[config.mk]
export PLATFORM = sky130hd
export DESIGN_NAME = imem_loader_flat
export DESIGN_NICKNAME = d
export VERILOG_FILES = /design/src/rtl/imem_loader_if.sv /design/src/rtl/imem_loader.sv /design/src/flat_wrapper.sv
export SDC_FILE = /design/constraint.sdc
export NUM_CORES = 1
export LEC_CHECK = 0
export CAP_MARGIN = 15
export CORE_UTILIZATION = 40
export DETAILED_ROUTE_END_ITERATION = 8
export HOLD_SLACK_MARGIN = 0.05
export PLACE_DENSITY_LB_ADDON = 0.12
export REMOVE_ABC_BUFFERS = 1
export SYNTH_ARGS = -nofsm -noshare
export SYNTH_HDL_FRONTEND = slang
export SYNTH_SLANG_ARGS = --single-unit
[constraint.sdc]
create_clock -name clk -period 2.33 [get_ports clk]
set_input_delay 0.5825 -clock clk [delete_from_list [all_inputs] [get_ports clk]]
set_output_delay 0.5825 -clock clk [all_outputs]
set_load 0.01 [all_outputs]
[src/rtl/imem_loader_if.sv]
// Byte-stream handshake between a program source and the instruction memory loader.
// The source drives valid/data and the loader answers with ready.
interface imem_loader_if;
    logic       in_valid;
    logic [7:0] in_data;
    logic       in_ready;

    modport master (output in_valid, output in_data, input in_ready);
    modport slave  (input in_valid, input in_data, output in_ready);
endinterface

[src/rtl/imem_loader.sv]
// Program loader: receives a framed byte stream (length, big-endian 16-bit words,
// XOR checksum), writes each word into the instruction memory and keeps the CPU
// in reset until a frame with a matching checksum has been loaded.
module imem_loader #(
    parameter int DEPTH  = 16,
    parameter int ADDR_W = 4
) (
    input  logic              clk,
    input  logic              reset,
    imem_loader_if.slave      in_if,
    output logic              wr_en,
    output logic [ADDR_W-1:0] wr_addr,
    output logic [15:0]       wr_data,
    output logic              cpu_reset,
    output logic              done,
    output logic              err
);

    localparam logic [7:0] MAX_LEN = 8'(DEPTH);

    typedef enum logic [2:0] {
        S_LEN,
        S_HI,
        S_LO,
        S_CSUM,
        S_DONE,
        S_ERROR
    } state_t;

    state_t            state;
    state_t            state_next;
    logic [ADDR_W:0]   len;
    logic [ADDR_W:0]   count;
    logic [ADDR_W:0]   count_inc;
    logic [7:0]        csum;
    logic [7:0]        hi_byte;
    logic              ready;
    logic              accept;

    // The loader takes bytes in every frame-parsing state; DONE and ERROR are terminal.
    assign ready          = (state == S_LEN) || (state == S_HI) ||
                            (state == S_LO)  || (state == S_CSUM);
    assign in_if.in_ready = ready;
    assign accept         = in_if.in_valid && ready;
    assign count_inc      = count + 1'b1;

    // State register.
    always_ff @(posedge clk) begin
        // NOTE: sequential state uses non-blocking assignments so every register
        // samples the pre-edge values and the simulation order cannot leak in.
        if (reset) begin
            state <= S_LEN;
        end else begin
            state <= state_next;
        end
    end

    // Next-state decode: advances only on an accepted byte.
    always_comb begin
        // NOTE: default first, so every path assigns state_next and no latch is inferred.
        state_next = state;
        case (state)
            S_LEN: begin
                if (accept) begin
                    if (in_if.in_data == 8'd0 || in_if.in_data > MAX_LEN) begin
                        state_next = S_ERROR;
                    end else begin
                        state_next = S_HI;
                    end
                end
            end
            S_HI: begin
                if (accept) begin
                    state_next = S_LO;
                end
            end
            S_LO: begin
                if (accept) begin
                    state_next = (count_inc == len) ? S_CSUM : S_HI;
                end
            end
            S_CSUM: begin
                if (accept) begin
                    state_next = (in_if.in_data == csum) ? S_DONE : S_ERROR;
                end
            end
            S_DONE:  state_next = S_DONE;
            S_ERROR: state_next = S_ERROR;
            default: state_next = S_ERROR;
        endcase
    end

    // Datapath: length, checksum, word assembly, write strobe and sticky status.
    always_ff @(posedge clk) begin
        if (reset) begin
            len       <= '0;
            count     <= '0;
            csum      <= '0;
            hi_byte   <= '0;
            wr_en     <= 1'b0;
            wr_addr   <= '0;
            wr_data   <= '0;
            cpu_reset <= 1'b1;
            done      <= 1'b0;
            err       <= 1'b0;
        end else begin
            wr_en <= 1'b0;
            if (accept) begin
                case (state)
                    S_LEN: begin
                        if (state_next == S_HI) begin
                            len     <= in_if.in_data[ADDR_W:0];
                            csum    <= in_if.in_data;
                            count   <= '0;
                            wr_addr <= '0;
                        end
                    end
                    S_HI: begin
                        hi_byte <= in_if.in_data;
                        csum    <= csum ^ in_if.in_data;
                    end
                    S_LO: begin
                        csum    <= csum ^ in_if.in_data;
                        wr_en   <= 1'b1;
                        wr_addr <= count[ADDR_W-1:0];
                        wr_data <= {hi_byte, in_if.in_data};
                        count   <= count_inc;
                    end
                    default: ;
                endcase
            end
            if (state_next == S_DONE) begin
                done      <= 1'b1;
                cpu_reset <= 1'b0;
            end
            if (state_next == S_ERROR) begin
                err <= 1'b1;
            end
        end
    end

endmodule

[src/flat_wrapper.sv]
// flat-port wrapper written by rule: the top's interface ports become plain ports
module imem_loader_flat 
#(
    parameter int DEPTH  = 16,
    parameter int ADDR_W = 4
)
  (clk, reset, wr_en, wr_addr, wr_data, cpu_reset, done, err, in_if_in_valid, in_if_in_data, in_if_in_ready);
  imem_loader_if in_if_i ();
  input  logic clk;
  input  logic reset;
  output logic wr_en;
  output logic [ADDR_W-1:0] wr_addr;
  output logic [15:0] wr_data;
  output logic cpu_reset;
  output logic done;
  output logic err;
  input wire logic [$bits(in_if_i.in_valid)-1:0] in_if_in_valid;
  input wire logic [$bits(in_if_i.in_data)-1:0] in_if_in_data;
  output wire logic [$bits(in_if_i.in_ready)-1:0] in_if_in_ready;
  assign in_if_i.in_valid = in_if_in_valid;
  assign in_if_i.in_data = in_if_in_data;
  assign in_if_in_ready = in_if_i.in_ready;
  imem_loader #(.DEPTH(DEPTH), .ADDR_W(ADDR_W)) u_core (.clk(clk), .reset(reset), .in_if(in_if_i), .wr_en(wr_en), .wr_addr(wr_addr), .wr_data(wr_data), .cpu_reset(cpu_reset), .done(done), .err(err));
endmodule
# Word-level counts from Yosys, hierarchy flattened
# Index checks and enable logic that the tools add are counted.
# word_totals
register_bits	53
input_bits	11
output_inout_bits	25
elab_cells	56
# classes
add_sub_neg	1
magnitude_cmp	1
n_eq_ne	10
mux	15
bitwise_logic	2
n_reduce_logical	16
# op_table
cell	n
8-bit one-hot mux with 2 select lines	1
3-bit 2-to-1 mux	5
3-bit one-hot mux with 5 select lines	1
5-bit one-hot mux with 2 select lines	1
3-bit == test, second input constant	3
3-bit AND reduction	3
8-bit == test	1
8-bit by 5-bit > comparator with 1-bit output, second input constant	1
8-bit logical NOT	1
8-bit 2-to-1 mux	1
4-bit one-hot mux with 2 select lines	1
8-bit bitwise XOR	1
3-bit by 1-bit == test with 1-bit output, second input constant	2
3-bit by 2-bit == test with 1-bit output, second input constant	2
5-bit by 1-bit adder with 5-bit output, second input constant	1
5-bit == test	1
5-bit 2-to-1 mux	1
1-bit logical OR	4
4-bit 2-to-1 mux	1
2-bit AND reduction	2
2-bit nonzero test	2
2-bit OR reduction	2
3-bit logical NOT	1
1-bit 2-to-1 mux	2
4 further kinds	4

# Longest topological paths before layout
# Gate-level depths: netlist of run 1.
# logic_depth
ltp_word	10
depth_mapped	8
ltp_nobuf	7

# Least setup slack after synthesis of run 1
# Ideal clock, no wire load.
# synth_path
path_kind	input port to flip-flop
start	input in_if_in_data[0]
end	register u_core.len[0]
arrival_time_ps	2293
setup_slack_ps	-35
path_stages	8
path_cell_list	buf_2 nor4_1 xor2_1 nor4_1 mux2i_1 nor4b_4 buf_6 mux2i_1
# synth_between
elab_chain_cells	7
word_cells_on_any_way	11
classes_between	order compare (1); eq/ne (2); mux (5); reduce/logical (3)
# synth_lines
element	line	text
from (decl)	flat_wrapper.sv:18	input wire logic [$bits(in_if_i.in_data)-1:0] in_if_in_data;
8-bit by 5-bit > comparator with 1-bit output / 8-bit logical NOT (equally long branches)	imem_loader.sv:65	if (in_if.in_data == 8'd0 || in_if.in_data > MAX_LEN) begin
1-bit logical OR	imem_loader.sv:65	
3-bit 2-to-1 mux	imem_loader.sv:65	
3-bit 2-to-1 mux	imem_loader.sv:64	if (accept) begin
3-bit one-hot mux with 5 select lines	imem_loader.sv:62	case (state)
3-bit by 1-bit == test with 1-bit output	imem_loader.sv:111	if (state_next == S_HI) begin
3-bit AND reduction (no line)	-	
to (signal assigned)	imem_loader.sv:112	len <= in_if.in_data[ADDR_W:0];
to (decl)	imem_loader.sv:32	logic [ADDR_W:0] len;
# Parallel ways exist; a longest one is shown, timed or not.
# A chain may end at the register's enable or synchronous reset.

# Final worst setup path of run 1
# layout_path
start	input in_if_in_data[3]
end	register u_core.len[2]
# layout_between
elab_chain_cells	7
word_cells_on_any_way	11
classes_between	order compare (1); eq/ne (2); mux (5); reduce/logical (3)
# layout_lines
element	line
8-bit by 5-bit > comparator with 1-bit output / 8-bit logical NOT (equally long branches)	imem_loader.sv:65
1-bit logical OR	imem_loader.sv:65
3-bit 2-to-1 mux	imem_loader.sv:65
3-bit 2-to-1 mux	imem_loader.sv:64
3-bit one-hot mux with 5 select lines *	imem_loader.sv:62
3-bit by 1-bit == test with 1-bit output *	imem_loader.sv:111
3-bit AND reduction (no line) *	-
# Mark *: on every way between the ends. The rest lies on a longest branch, timed or not.

==> qor.yml, run 1 <==
worst_setup_path:
  worstPathRequired_ns: 2.57
  crit_fanout: 5
  path_buf_inv: 2
  worst_path_most_repeated_cell: "mux2i_1"
  worstSetupPathType: "in -> reg"
  crit_family: "simple AND/OR/NAND/NOR gates"
  slowest_delay_ns: 0.35
  slowest_stage: "nor4_4"
  cp-end-kind: "register"
  path_cells: "dlymetal6s2s_1 -> nor4_4 -> xor2_2 -> nor4_2 -> mux2i_1 -> nor4b_4 -> buf_4 -> mux2i_1"
  arrival_ns: 2.43
  start_kind: "primary input"
sta:
  fin_crit_sh_pct: 93.72
  fmax_mhz: 457.9
  rsz0062_at_grt: "false"
  relSlewSlack_pct: 61.31
  setup_tns_ns: 0
  finalWorstSetupSlack_ns: 0.1462
  worst_slew_pin_slew_ns: 0.5795
  clock_skew_ns: 0.003404
  setup_viol: 0
  hold_violations: 0
  report.final.slew_viol_count: 0
  fin_crit_ns: 2.184
finish:
  drive_gt1_share_pct: 16.40
  fin_nets: 389
  final_cell_area_um2: 3287
  layout_commonest_cell: "nand2_1"
  final_cell_mix: "nand2_1 (82), dfxtp_1 (53), buf_4 (38), a21oi_1 (32), clkdlybuf4s50_1 (29)"
  final_cells: 453
  area_growth_pct: 30.18
  fillCellCount: 583
  diodes: 0
logic_synthesis:
  yosys_warnings: 0
  ys_seq_elements: 53
  syn-cell-area_um2: 2525
  syn_area_per_cell_um2: 7.817
  ys.flop_type: "dfxtp_1"
  synthCells: 323
  synth_edf_count: 0
  ys_types: 45
  async_reset_ff_share_pct: 0
  ys_seq_area_share_pct: 42.02
clock_tree:
  path_clk_slew_ns: 0.10
  holdBufCountCts: 0
  numClockSinks: 53
  postCtsSetupRepairBufs: 0
  cts_tree: "yes"
  clock_latency_ns: 0.31
  numCtsBuffers: 5
  htreeDepth: 2
  max-clock-path-buffers: 2
  root_buffer: "clkbuf_8"
status:
  status: "completed"
power:
  power.switching_mw: 0.5846
  intPower_mw: 1.365
  pwr-share-comb_pct: 20.4
  peakVddDrop_mv: 0.2776
  leakagePower_nw: 1.184
  power_density_nw_per_um2: 593.2
  switching_share_pct: 29.98
  pwr-share-seq_pct: 51.6
  finalPower_mw: 1.950
  pwr-share-clk_pct: 28.0
detailed_routing:
  wirelength_um: 6047
  drc: 0
  drtIter0Drc: 97
  wire_per_inst_um: 13.35
  via_per_inst: 5.093
  ant_nets: 0
  drtPass1Iterations: 4
  vias: 2307
global_routing:
  grt.overflow.total: 0
  grt_pass1_vias: 2161
  grt_max_degree: 26
  antenna_found_initial: 0
  grt_pass1_wl_um: 10410
  track_usage_pct: 20.50
min_path:
  hold_path.class: "reg -> reg"
placed_design:
  dp_cells: 445
  place.gp.congestion: 0.7956
  dp_hpwl_um: 4426
  place_area_um2: 3132
  pre_cts_ws_ns: -0.4521
  io_buffer_count: 35
floorplan:
  start_util_pct: 42.15
  dieArea_um2: 6634
  core_area_um2: 5991
  fp.dieW_um: 81.45
  rows: 28
  die_h_um: 81.45
  io_pins: 36
run:
  max_cap_viol_count: 0
==> cells in the mapped netlist, types with 2 or more instances <==
library cell / n / area share [%]
clkbuf_1: 15 / 2.2
nor3_1: 4 / 0.79
mux2i_1: 6 / 2.4
and2_1: 4 / 0.99
a21oi_1: 32 / 6.3
nor2b_1: 2 / 0.50
nor4_1: 2 / 0.50
nand2_1: 82 / 12
o21a_1: 2 / 0.59
or3_1: 2 / 0.50
nand2b_1: 2 / 0.50
dfxtp_1: 53 / 42
buf_2: 7 / 1.4
nor2_1: 26 / 3.9
o31ai_1: 9 / 2.7
buf_6: 3 / 1.3
xor2_1: 3 / 1.0
a211oi_1: 3 / 0.89
xnor2_1: 13 / 4.5
inv_1: 4 / 0.59
o21ai_0: 10 / 2.0
nand3_1: 10 / 2.0
o211ai_1: 6 / 1.8
nand4_1: 2 / 0.50
==> per-layer routing <==
layer,part of all wire (%),vias up,global-route usage [%]
met5,0,-,0
met1,49,1070,27.73
met2,47,39,34.42
met3,2.4,5,3.000
li1,-,1193,-
met4,0.79,0,4.286
==> tightest hold or removal path: stages (launching register included) <==
cell and delay [ns]:
dfxtp_1 0.32, nand2_1 0.05, nand2_1 0.04
==> power groups by stage <==
stage	registers (mW)	clock network, mW	logic (mW)
2_1_floorplan	1.02	0	0.202
3_3_place_gp	1.02	0	0.387
3_5_place_dp	1.03	0	0.391
4_1_cts	1.01	0.568	0.394
5_1_grt	1.02	0.604	0.444
6_report	1.01	0.545	0.398
==> layout make-up <==
type,count,area (um2),area share (%)
inverters,4,15.01,0.4568
multi-input cells,239,1359,41.34
well taps,75,93.84,2.855
clock inverters,3,26.28,0.7994
clock buffers,5,68.82,2.094
flip-flops and latches,53,1061,32.28
repair buffers,74,663.1,20.18
==> logic make-up after synthesis <==
| family | synth area share [%] |
|---|---|
| fa+ha+maj | 0.4955 |
| buf+inv | 6.045 |
| compound gates | 18.09 |
| xor+xnor | 5.550 |
| simple gates | 24.98 |
| mux | 2.825 |
| flops | 42.02 |
==> path summary, 6_finish.rpt <==
path	from	end	slack (ns)	cells after the start
hold reg to reg	u_core.cpu_reset	u_core.cpu_reset	0.45	2
setup / recovery	in_if_in_data[3]	u_core.len[2]	0.15	8
hold / removal	u_core.cpu_reset	u_core.cpu_reset	0.45	2
setup reg to reg	u_core.count[1]	u_core.len[2]	0.16	8
==> per-stage QoR <==
stage	utilization [%]	hold slack [ns]
floorplan	-	0.4260
global placement	52.28	0.4354
detailed placement	52.28	0.4396
CTS	54.07	0.4569
global route	54.87	0.4744
finish	54.87	0.4512
==> repair_timing <==
action,CTS,global route
pin swaps,1,5
resized for setup,2,11
setup endpoints to repair,14,20
==> state kept, by name, summed over array words and instances, names as in the netlist, 3 cells and up <==
name and cells:
u_core.wr_data 16, u_core.len 5, u_core.count 5, u_core.state 3, u_core.csum 8, u_core.wr_addr 4, u_core.hi_byte 8
No activity file was read; power rests on OpenSTA's default activity.
==> inputs of run 2 (changes only) <==
clock period = 2 ns   (was 2.33 ns; I/O delays follow)
==> qor.yml, run 2 (synthesis results as in run 1) <==
finish:
  largest_reg_flops: 16  # unchanged
  final_cell_mix: "nand2_1 (82), dfxtp_1 (51), buf_4 (43), a21oi_1 (32), clkdlybuf4s50_1 (27)"
  final-seq-area_um2: 1064  # +0.24%
  biggestRegsByFlops: "u_core.wr_data x16, u_core.csum x8, u_core.hi_byte x8"
  final_cells: 461  # +1.8%
  diodes: 0  # unchanged
  fin_nets: 397  # +2.1%
  fillCellCount: 566  # -2.9%
  multi_input_area_um2: 1390  # +2.3%
  final_util_pct: 56.45  # +1.6 points
  top_register: "u_core.wr_data"
  layout_commonest_cell: "nand2_1"
  drive_gt1_share_pct: 19.17  # +2.8 points
  area_growth_pct: 33.94
  final_cell_area_um2: 3382  # +2.9%
sta:
  rsz0062_at_grt: "true"
  fmax_mhz: 474.1
  setup_tns_ns: -0.9128  # -0.9128 ns
  hold_violations: 0  # unchanged
  finalWorstSetupSlack_ns: -0.1091  # -0.2553 ns
  worst_slew_pin_slew_ns: 0.4675  # -0.1120 ns
  hold_ws_ns: 0.4534  # +0.002123 ns
  report.final.slew_viol_count: 0  # unchanged
  fin_crit_ns: 2.109
  setup_viol: 13  # +13
  fin_crit_sh_pct: 105.5
  relSlewSlack_pct: 68.80  # +7.5 points
  clock_skew_ns: 0.004661  # +0.001257 ns
clock_tree:
  numCtsBuffers: 5  # unchanged
  numClockSinks: 53  # unchanged
  cts_tree: "yes"
  path_clk_slew_ns: 0.10  # about the same
  htreeDepth: 2  # unchanged
  root_buffer: "clkbuf_8"
  clock_latency_ns: 0.31  # about the same
  max-clock-path-buffers: 2  # unchanged
power:
  leakagePower_nw: 1.207  # +1.9%
  intPower_mw: 1.611  # +18%
  pwr-share-clk_pct: 28.0  # about the same
  switching_share_pct: 30.32  # +0.34 points
  pwr-share-comb_pct: 21.7  # +1.3 points
  pwr-share-seq_pct: 50.4  # -1.2 points
  finalPower_mw: 2.312  # +19%
  power_density_nw_per_um2: 683.8  # +15%
  power.switching_mw: 0.7011  # +20%
  peakVddDrop_mv: 0.3421  # +23%
status:
  failed_checks: "setup timing"
  status: "finished with violations"
worst_setup_path:
  worstPathRequired_ns: 2.24  # -0.33 ns
  path_cells: "ha_4 -> and3b_1 -> o221a_1 -> o2111ai_2 -> a2bb2oi_2 -> nor4b_4 -> buf_6 -> mux2i_1"
  arrival_ns: 2.35  # -0.08 ns
  crit_fanout: 5  # unchanged
  start_kind: "register"
  slowest_delay_ns: 0.35  # about the same
  cp-end-kind: "register"
  slowest_stage: "dfxtp_2"
  worstSetupPathType: "reg -> reg"
placed_design:
  place_area_um2: 3167  # +1.1%
  io_buffer_count: 35  # unchanged
  pre_cts_ws_ns: -0.6368  # -0.1847 ns
  dp_cells: 448  # +0.67%
  place.gp.congestion: 0.8053  # +1.2%
  dp_hpwl_um: 4258  # -3.8%
floorplan:
  io_pins: 36  # unchanged
  core_area_um2: 5991  # unchanged
  dieArea_um2: 6634  # unchanged
  start_util_pct: 42.15  # unchanged
  die_h_um: 81.45  # unchanged
  rows: 28  # unchanged
  fp.dieW_um: 81.45  # unchanged
run:
  max_cap_viol_count: 0  # unchanged
global_routing:
  antenna_found_initial: 0  # unchanged
  grt_pass1_wl_um: 10410  # about the same
  grt.overflow.total: 0  # unchanged
  grt_max_degree: 51  # +96%
  grt_pass1_vias: 2223  # +2.9%
  track_usage_pct: 20.55  # +0.052 points
detailed_routing:
  via_per_inst: 5.069  # -0.46%
  wire_per_inst_um: 13.22  # -0.97%
  drc: 0  # unchanged
  drtIter0Drc: 163  # +68%
  drtPass1Iterations: 4  # unchanged
  ant_nets: 0  # unchanged
  wirelength_um: 6094  # +0.78%
  vias: 2337  # +1.3%
min_path:
  hold_path.class: "reg -> reg"
[run 2: cell type report]
class,instances,area share (%)
inverter,4,0.4440
tap,75,2.775
multi-input combinational,239,41.10
clock inverter,3,0.7399
clock buffer,5,2.035
sequential,53,31.45
timing repair buffer,82,21.46
[run 2: power groups by stage]
| stage | logic, mW | clock network, mW | registers (mW) |
|---|---|---|---|
| 6_report | 0.501 | 0.646 | 1.16 |
| 5_1_grt | 0.555 | 0.708 | 1.17 |
| 4_1_cts | 0.487 | 0.665 | 1.16 |
| 3_5_place_dp | 0.474 | 0 | 1.19 |
| 3_3_place_gp | 0.470 | 0 | 1.19 |
| 2_1_floorplan | 0.236 | 0 | 1.19 |
[run 2: final timing paths]
path / from / endpoint / slack (ns) / depth (start not counted)
max: u_core.count[1] / u_core.len[2] / -0.11 / 8
min: u_core.cpu_reset / u_core.cpu_reset / 0.45 / 2
max reg2reg: u_core.count[1] / u_core.len[2] / -0.11 / 8
min reg2reg: u_core.cpu_reset / u_core.cpu_reset / 0.45 / 2
[run 2: worst max-delay path: cells and delay by family, from the launching register on]
| kind | cells | cell delay [ns] |
|---|---|---|
| flip-flops | 1 | 0.35 |
| AO/OA/AOI/OAI | 3 | 0.69 |
| adder cells (fa/ha/maj) | 1 | 0.17 |
| buffers and inverters | 1 | 0.18 |
| AND/OR/NAND/NOR | 2 | 0.45 |
| multiplexers | 1 | 0.21 |
[run 2: timing repair]
item	4_1_cts	5_1_grt
gates resized for setup	18	8
hold buffers	0	0
hold endpoints to repair	0	0
pin swaps	8	3
setup buffers	4	1
endpoints found under the setup margin	24	23
[run 2: metal layers]
layer | GRT usage (%) | vias to the layer above | wire length, um
met2 | 34.42 | 34 | 2876
met1 | 26.25 | 1083 | 2980
met5 | 0 | - | 0
li1 | - | 1212 | -
met4 | 6.250 | 0 | 72
met3 | 4.444 | 8 | 165
==> inputs of run 3 (changes only) <==
RECOVER_POWER = 25   (was unset)
clock period = 2.6 ns   (was 2 ns; I/O delays follow)
==> qor.yml, run 3 (synthesis results as in run 1) <==
clock_tree:
  clock_latency_ns: 0.32  # about the same
  path_clk_slew_ns: 0.10  # about the same
  postCtsSetupRepairBufs: 0  # -4
  cts_tree: "yes"
  numCtsBuffers: 5  # unchanged
  htreeDepth: 2  # unchanged
  ctsResizeCount: 0  # -18
  numClockSinks: 53  # unchanged
  max-clock-path-buffers: 2  # unchanged
  holdBufCountCts: 0  # unchanged
  root_buffer: "clkbuf_8"
power:
  intPower_mw: 1.203  # -25%
  peakVddDrop_mv: 0.2608  # -24%
  power_density_nw_per_um2: 552.8  # -19%
  leakagePower_nw: 1.070  # -11%
  finalPower_mw: 1.723  # -25%
  pwr-share-comb_pct: 19.0  # -2.7 points
  pwr-share-clk_pct: 28.7  # +0.7 points
  switching_share_pct: 30.19  # -0.13 points
  power.switching_mw: 0.5202  # -26%
  pwr-share-seq_pct: 52.4  # +2.0 points
detailed_routing:
  vias: 2271  # -2.8%
  drtPass1Iterations: 4  # unchanged
  drc: 0  # unchanged
  ant_nets: 0  # unchanged
  wirelength_um: 5877  # -3.6%
  via_per_inst: 5.150  # +1.6%
  drtIter0Drc: 84  # -48%
  wire_per_inst_um: 13.33  # +0.81%
global_routing:
  antenna_found_initial: 0  # unchanged
  grt_max_degree: 35  # -31%
  grt_pass1_wl_um: 9977  # -4.1%
  grt.overflow.total: 0  # unchanged
  track_usage_pct: 19.68  # -0.87 points
  grt_pass1_vias: 2068  # -7.0%
sta:
  fin_crit_ns: 2.404
  fmax_mhz: 416.0
  worst_slew_pin_slew_ns: 0.8073  # +0.3398 ns
  fin_crit_sh_pct: 92.45
  report.final.slew_viol_count: 0  # unchanged
  relSlewSlack_pct: 46.18  # -23 points
  setup_tns_ns: 0  # +0.9128 ns
  finalWorstSetupSlack_ns: 0.1962  # +0.3053 ns
  clock_skew_ns: 0.01086  # +0.006198 ns
  setup_viol: 0  # -13
  hold_violations: 0  # unchanged
  hold_ws_ns: 0.4508  # -0.002614 ns
  rsz0062_at_grt: "false"
worst_setup_path:
  slowest_stage: "dlygate4sd3_1"
  worstPathRequired_ns: 2.83  # +0.59 ns
  cp.depth: 9  # +1
  r2r_end: "u_core.len[0]"
  timing.rr.start: "u_core.count[0]"
  worstSetupPathType: "in -> reg"
  slowest_delay_ns: 0.54  # +0.19 ns
  arrival_ns: 2.63  # +0.28 ns
  reg2regPathDepth: 8  # unchanged
  start_kind: "primary input"
  crit_fanout: 8  # +3
  cp-end-kind: "register"
  path_cells: "dlygate4sd3_1 -> nand2b_1 -> nor2_1 -> clkbuf_1 -> o2111ai_1 -> a2bb2oi_2 -> nor4b_4 -> buf_4 -> o31ai_1"
  path_buf_inv: 3  # +2
  r2r_slack_ns: 0.24  # +0.35 ns
  crit_family: "buffers and inverters"
run:
  max_cap_viol_count: 0  # unchanged
floorplan:
  fp.dieW_um: 81.45  # unchanged
  dieArea_um2: 6634  # unchanged
  core_area_um2: 5991  # unchanged
  io_pins: 36  # unchanged
  rows: 28  # unchanged
  start_util_pct: 42.15  # unchanged
  die_h_um: 81.45  # unchanged
finish:
  largest_reg_flops: 16  # unchanged
  fin_nets: 377  # -5.0%
  diodes: 0  # unchanged
  final_cells: 441  # -4.3%
  layout_commonest_cell: "nand2_1"
  biggestRegsByFlops: "u_core.wr_data x16, u_core.csum x8, u_core.hi_byte x8"
  drive_gt1_share_pct: 11.20  # -8.0 points
  area_growth_pct: 23.44
  final_cell_mix: "nand2_1 (82), dfxtp_1 (53), a21oi_1 (32), clkdlybuf4s50_1 (31), nor2_1 (26)"
  fillCellCount: 594  # +4.9%
  top_register: "u_core.wr_data"
  final_cell_area_um2: 3117  # -7.8%
  final_util_pct: 52.03  # -4.4 points
placed_design:
  io_buffer_count: 35  # unchanged
  pre_cts_ws_ns: -0.1711  # +0.4657 ns
  dp_hpwl_um: 4242  # -0.38%
  place.gp.congestion: 0.8235  # +2.3%
  place_area_um2: 3029  # -4.3%
  dp_cells: 433  # -3.3%
min_path:
  hp-start: "u_core.done"
  hold_end: "u_core.done"
  hold_depth: 2  # unchanged
  hold_path.class: "reg -> reg"
status:
  status: "completed"
## run 3: area by class of cell
type	count	area [um2]	area share (%)
Clock inverter	3	26.28	0.8430
Multi-Input combinational cell	239	1311	42.07
Tap cell	75	93.84	3.011
Clock buffer	5	68.82	2.208
Timing Repair Buffer	62	540.5	17.34
Inverter	4	15.01	0.4817
Sequential cell	53	1061	34.04
## run 3: power groups by stage
stage	clock network, mW	logic (mW)	registers [mW]
floorplan	0	0.181	0.914
global placement	0	0.330	0.919
detailed placement	0	0.332	0.920
CTS	0.506	0.333	0.901
global route	0.539	0.368	0.910
finish	0.494	0.327	0.902
## run 3: worst max path at each step
stage,start,to,slack [ns]
floorplan,in_if_in_data[0],u_core.len[0],0.15
global placement,in_if_in_data[0],u_core.len[2],-0.13
detailed placement,in_if_in_data[0],u_core.len[4],-0.17
CTS,in_if_in_data[0],u_core.len[0],0.13
global route,in_if_in_data[0],u_core.len[0],0.01
finish,in_if_in_valid,u_core.csum[1],0.20
## run 3: routing by layer
layer	part of all wire [%]	GRT usage (%)	vias up
li1	-	-	1171
met1	51	27.04	1060
met2	46	31.50	35
met3	2.8	3.778	5
met4	0.94	4.821	0
met5	0	0	-
## run 3: tightest hold or removal path, delay by kind of cell, from the launching register on
| kind | cells | cell delay, ns |
|---|---|---|
| DFF | 1 | 0.32 |
| buffers and inverters | 1 | 0.04 |
| AOI/OAI and AO/OA | 1 | 0.05 |
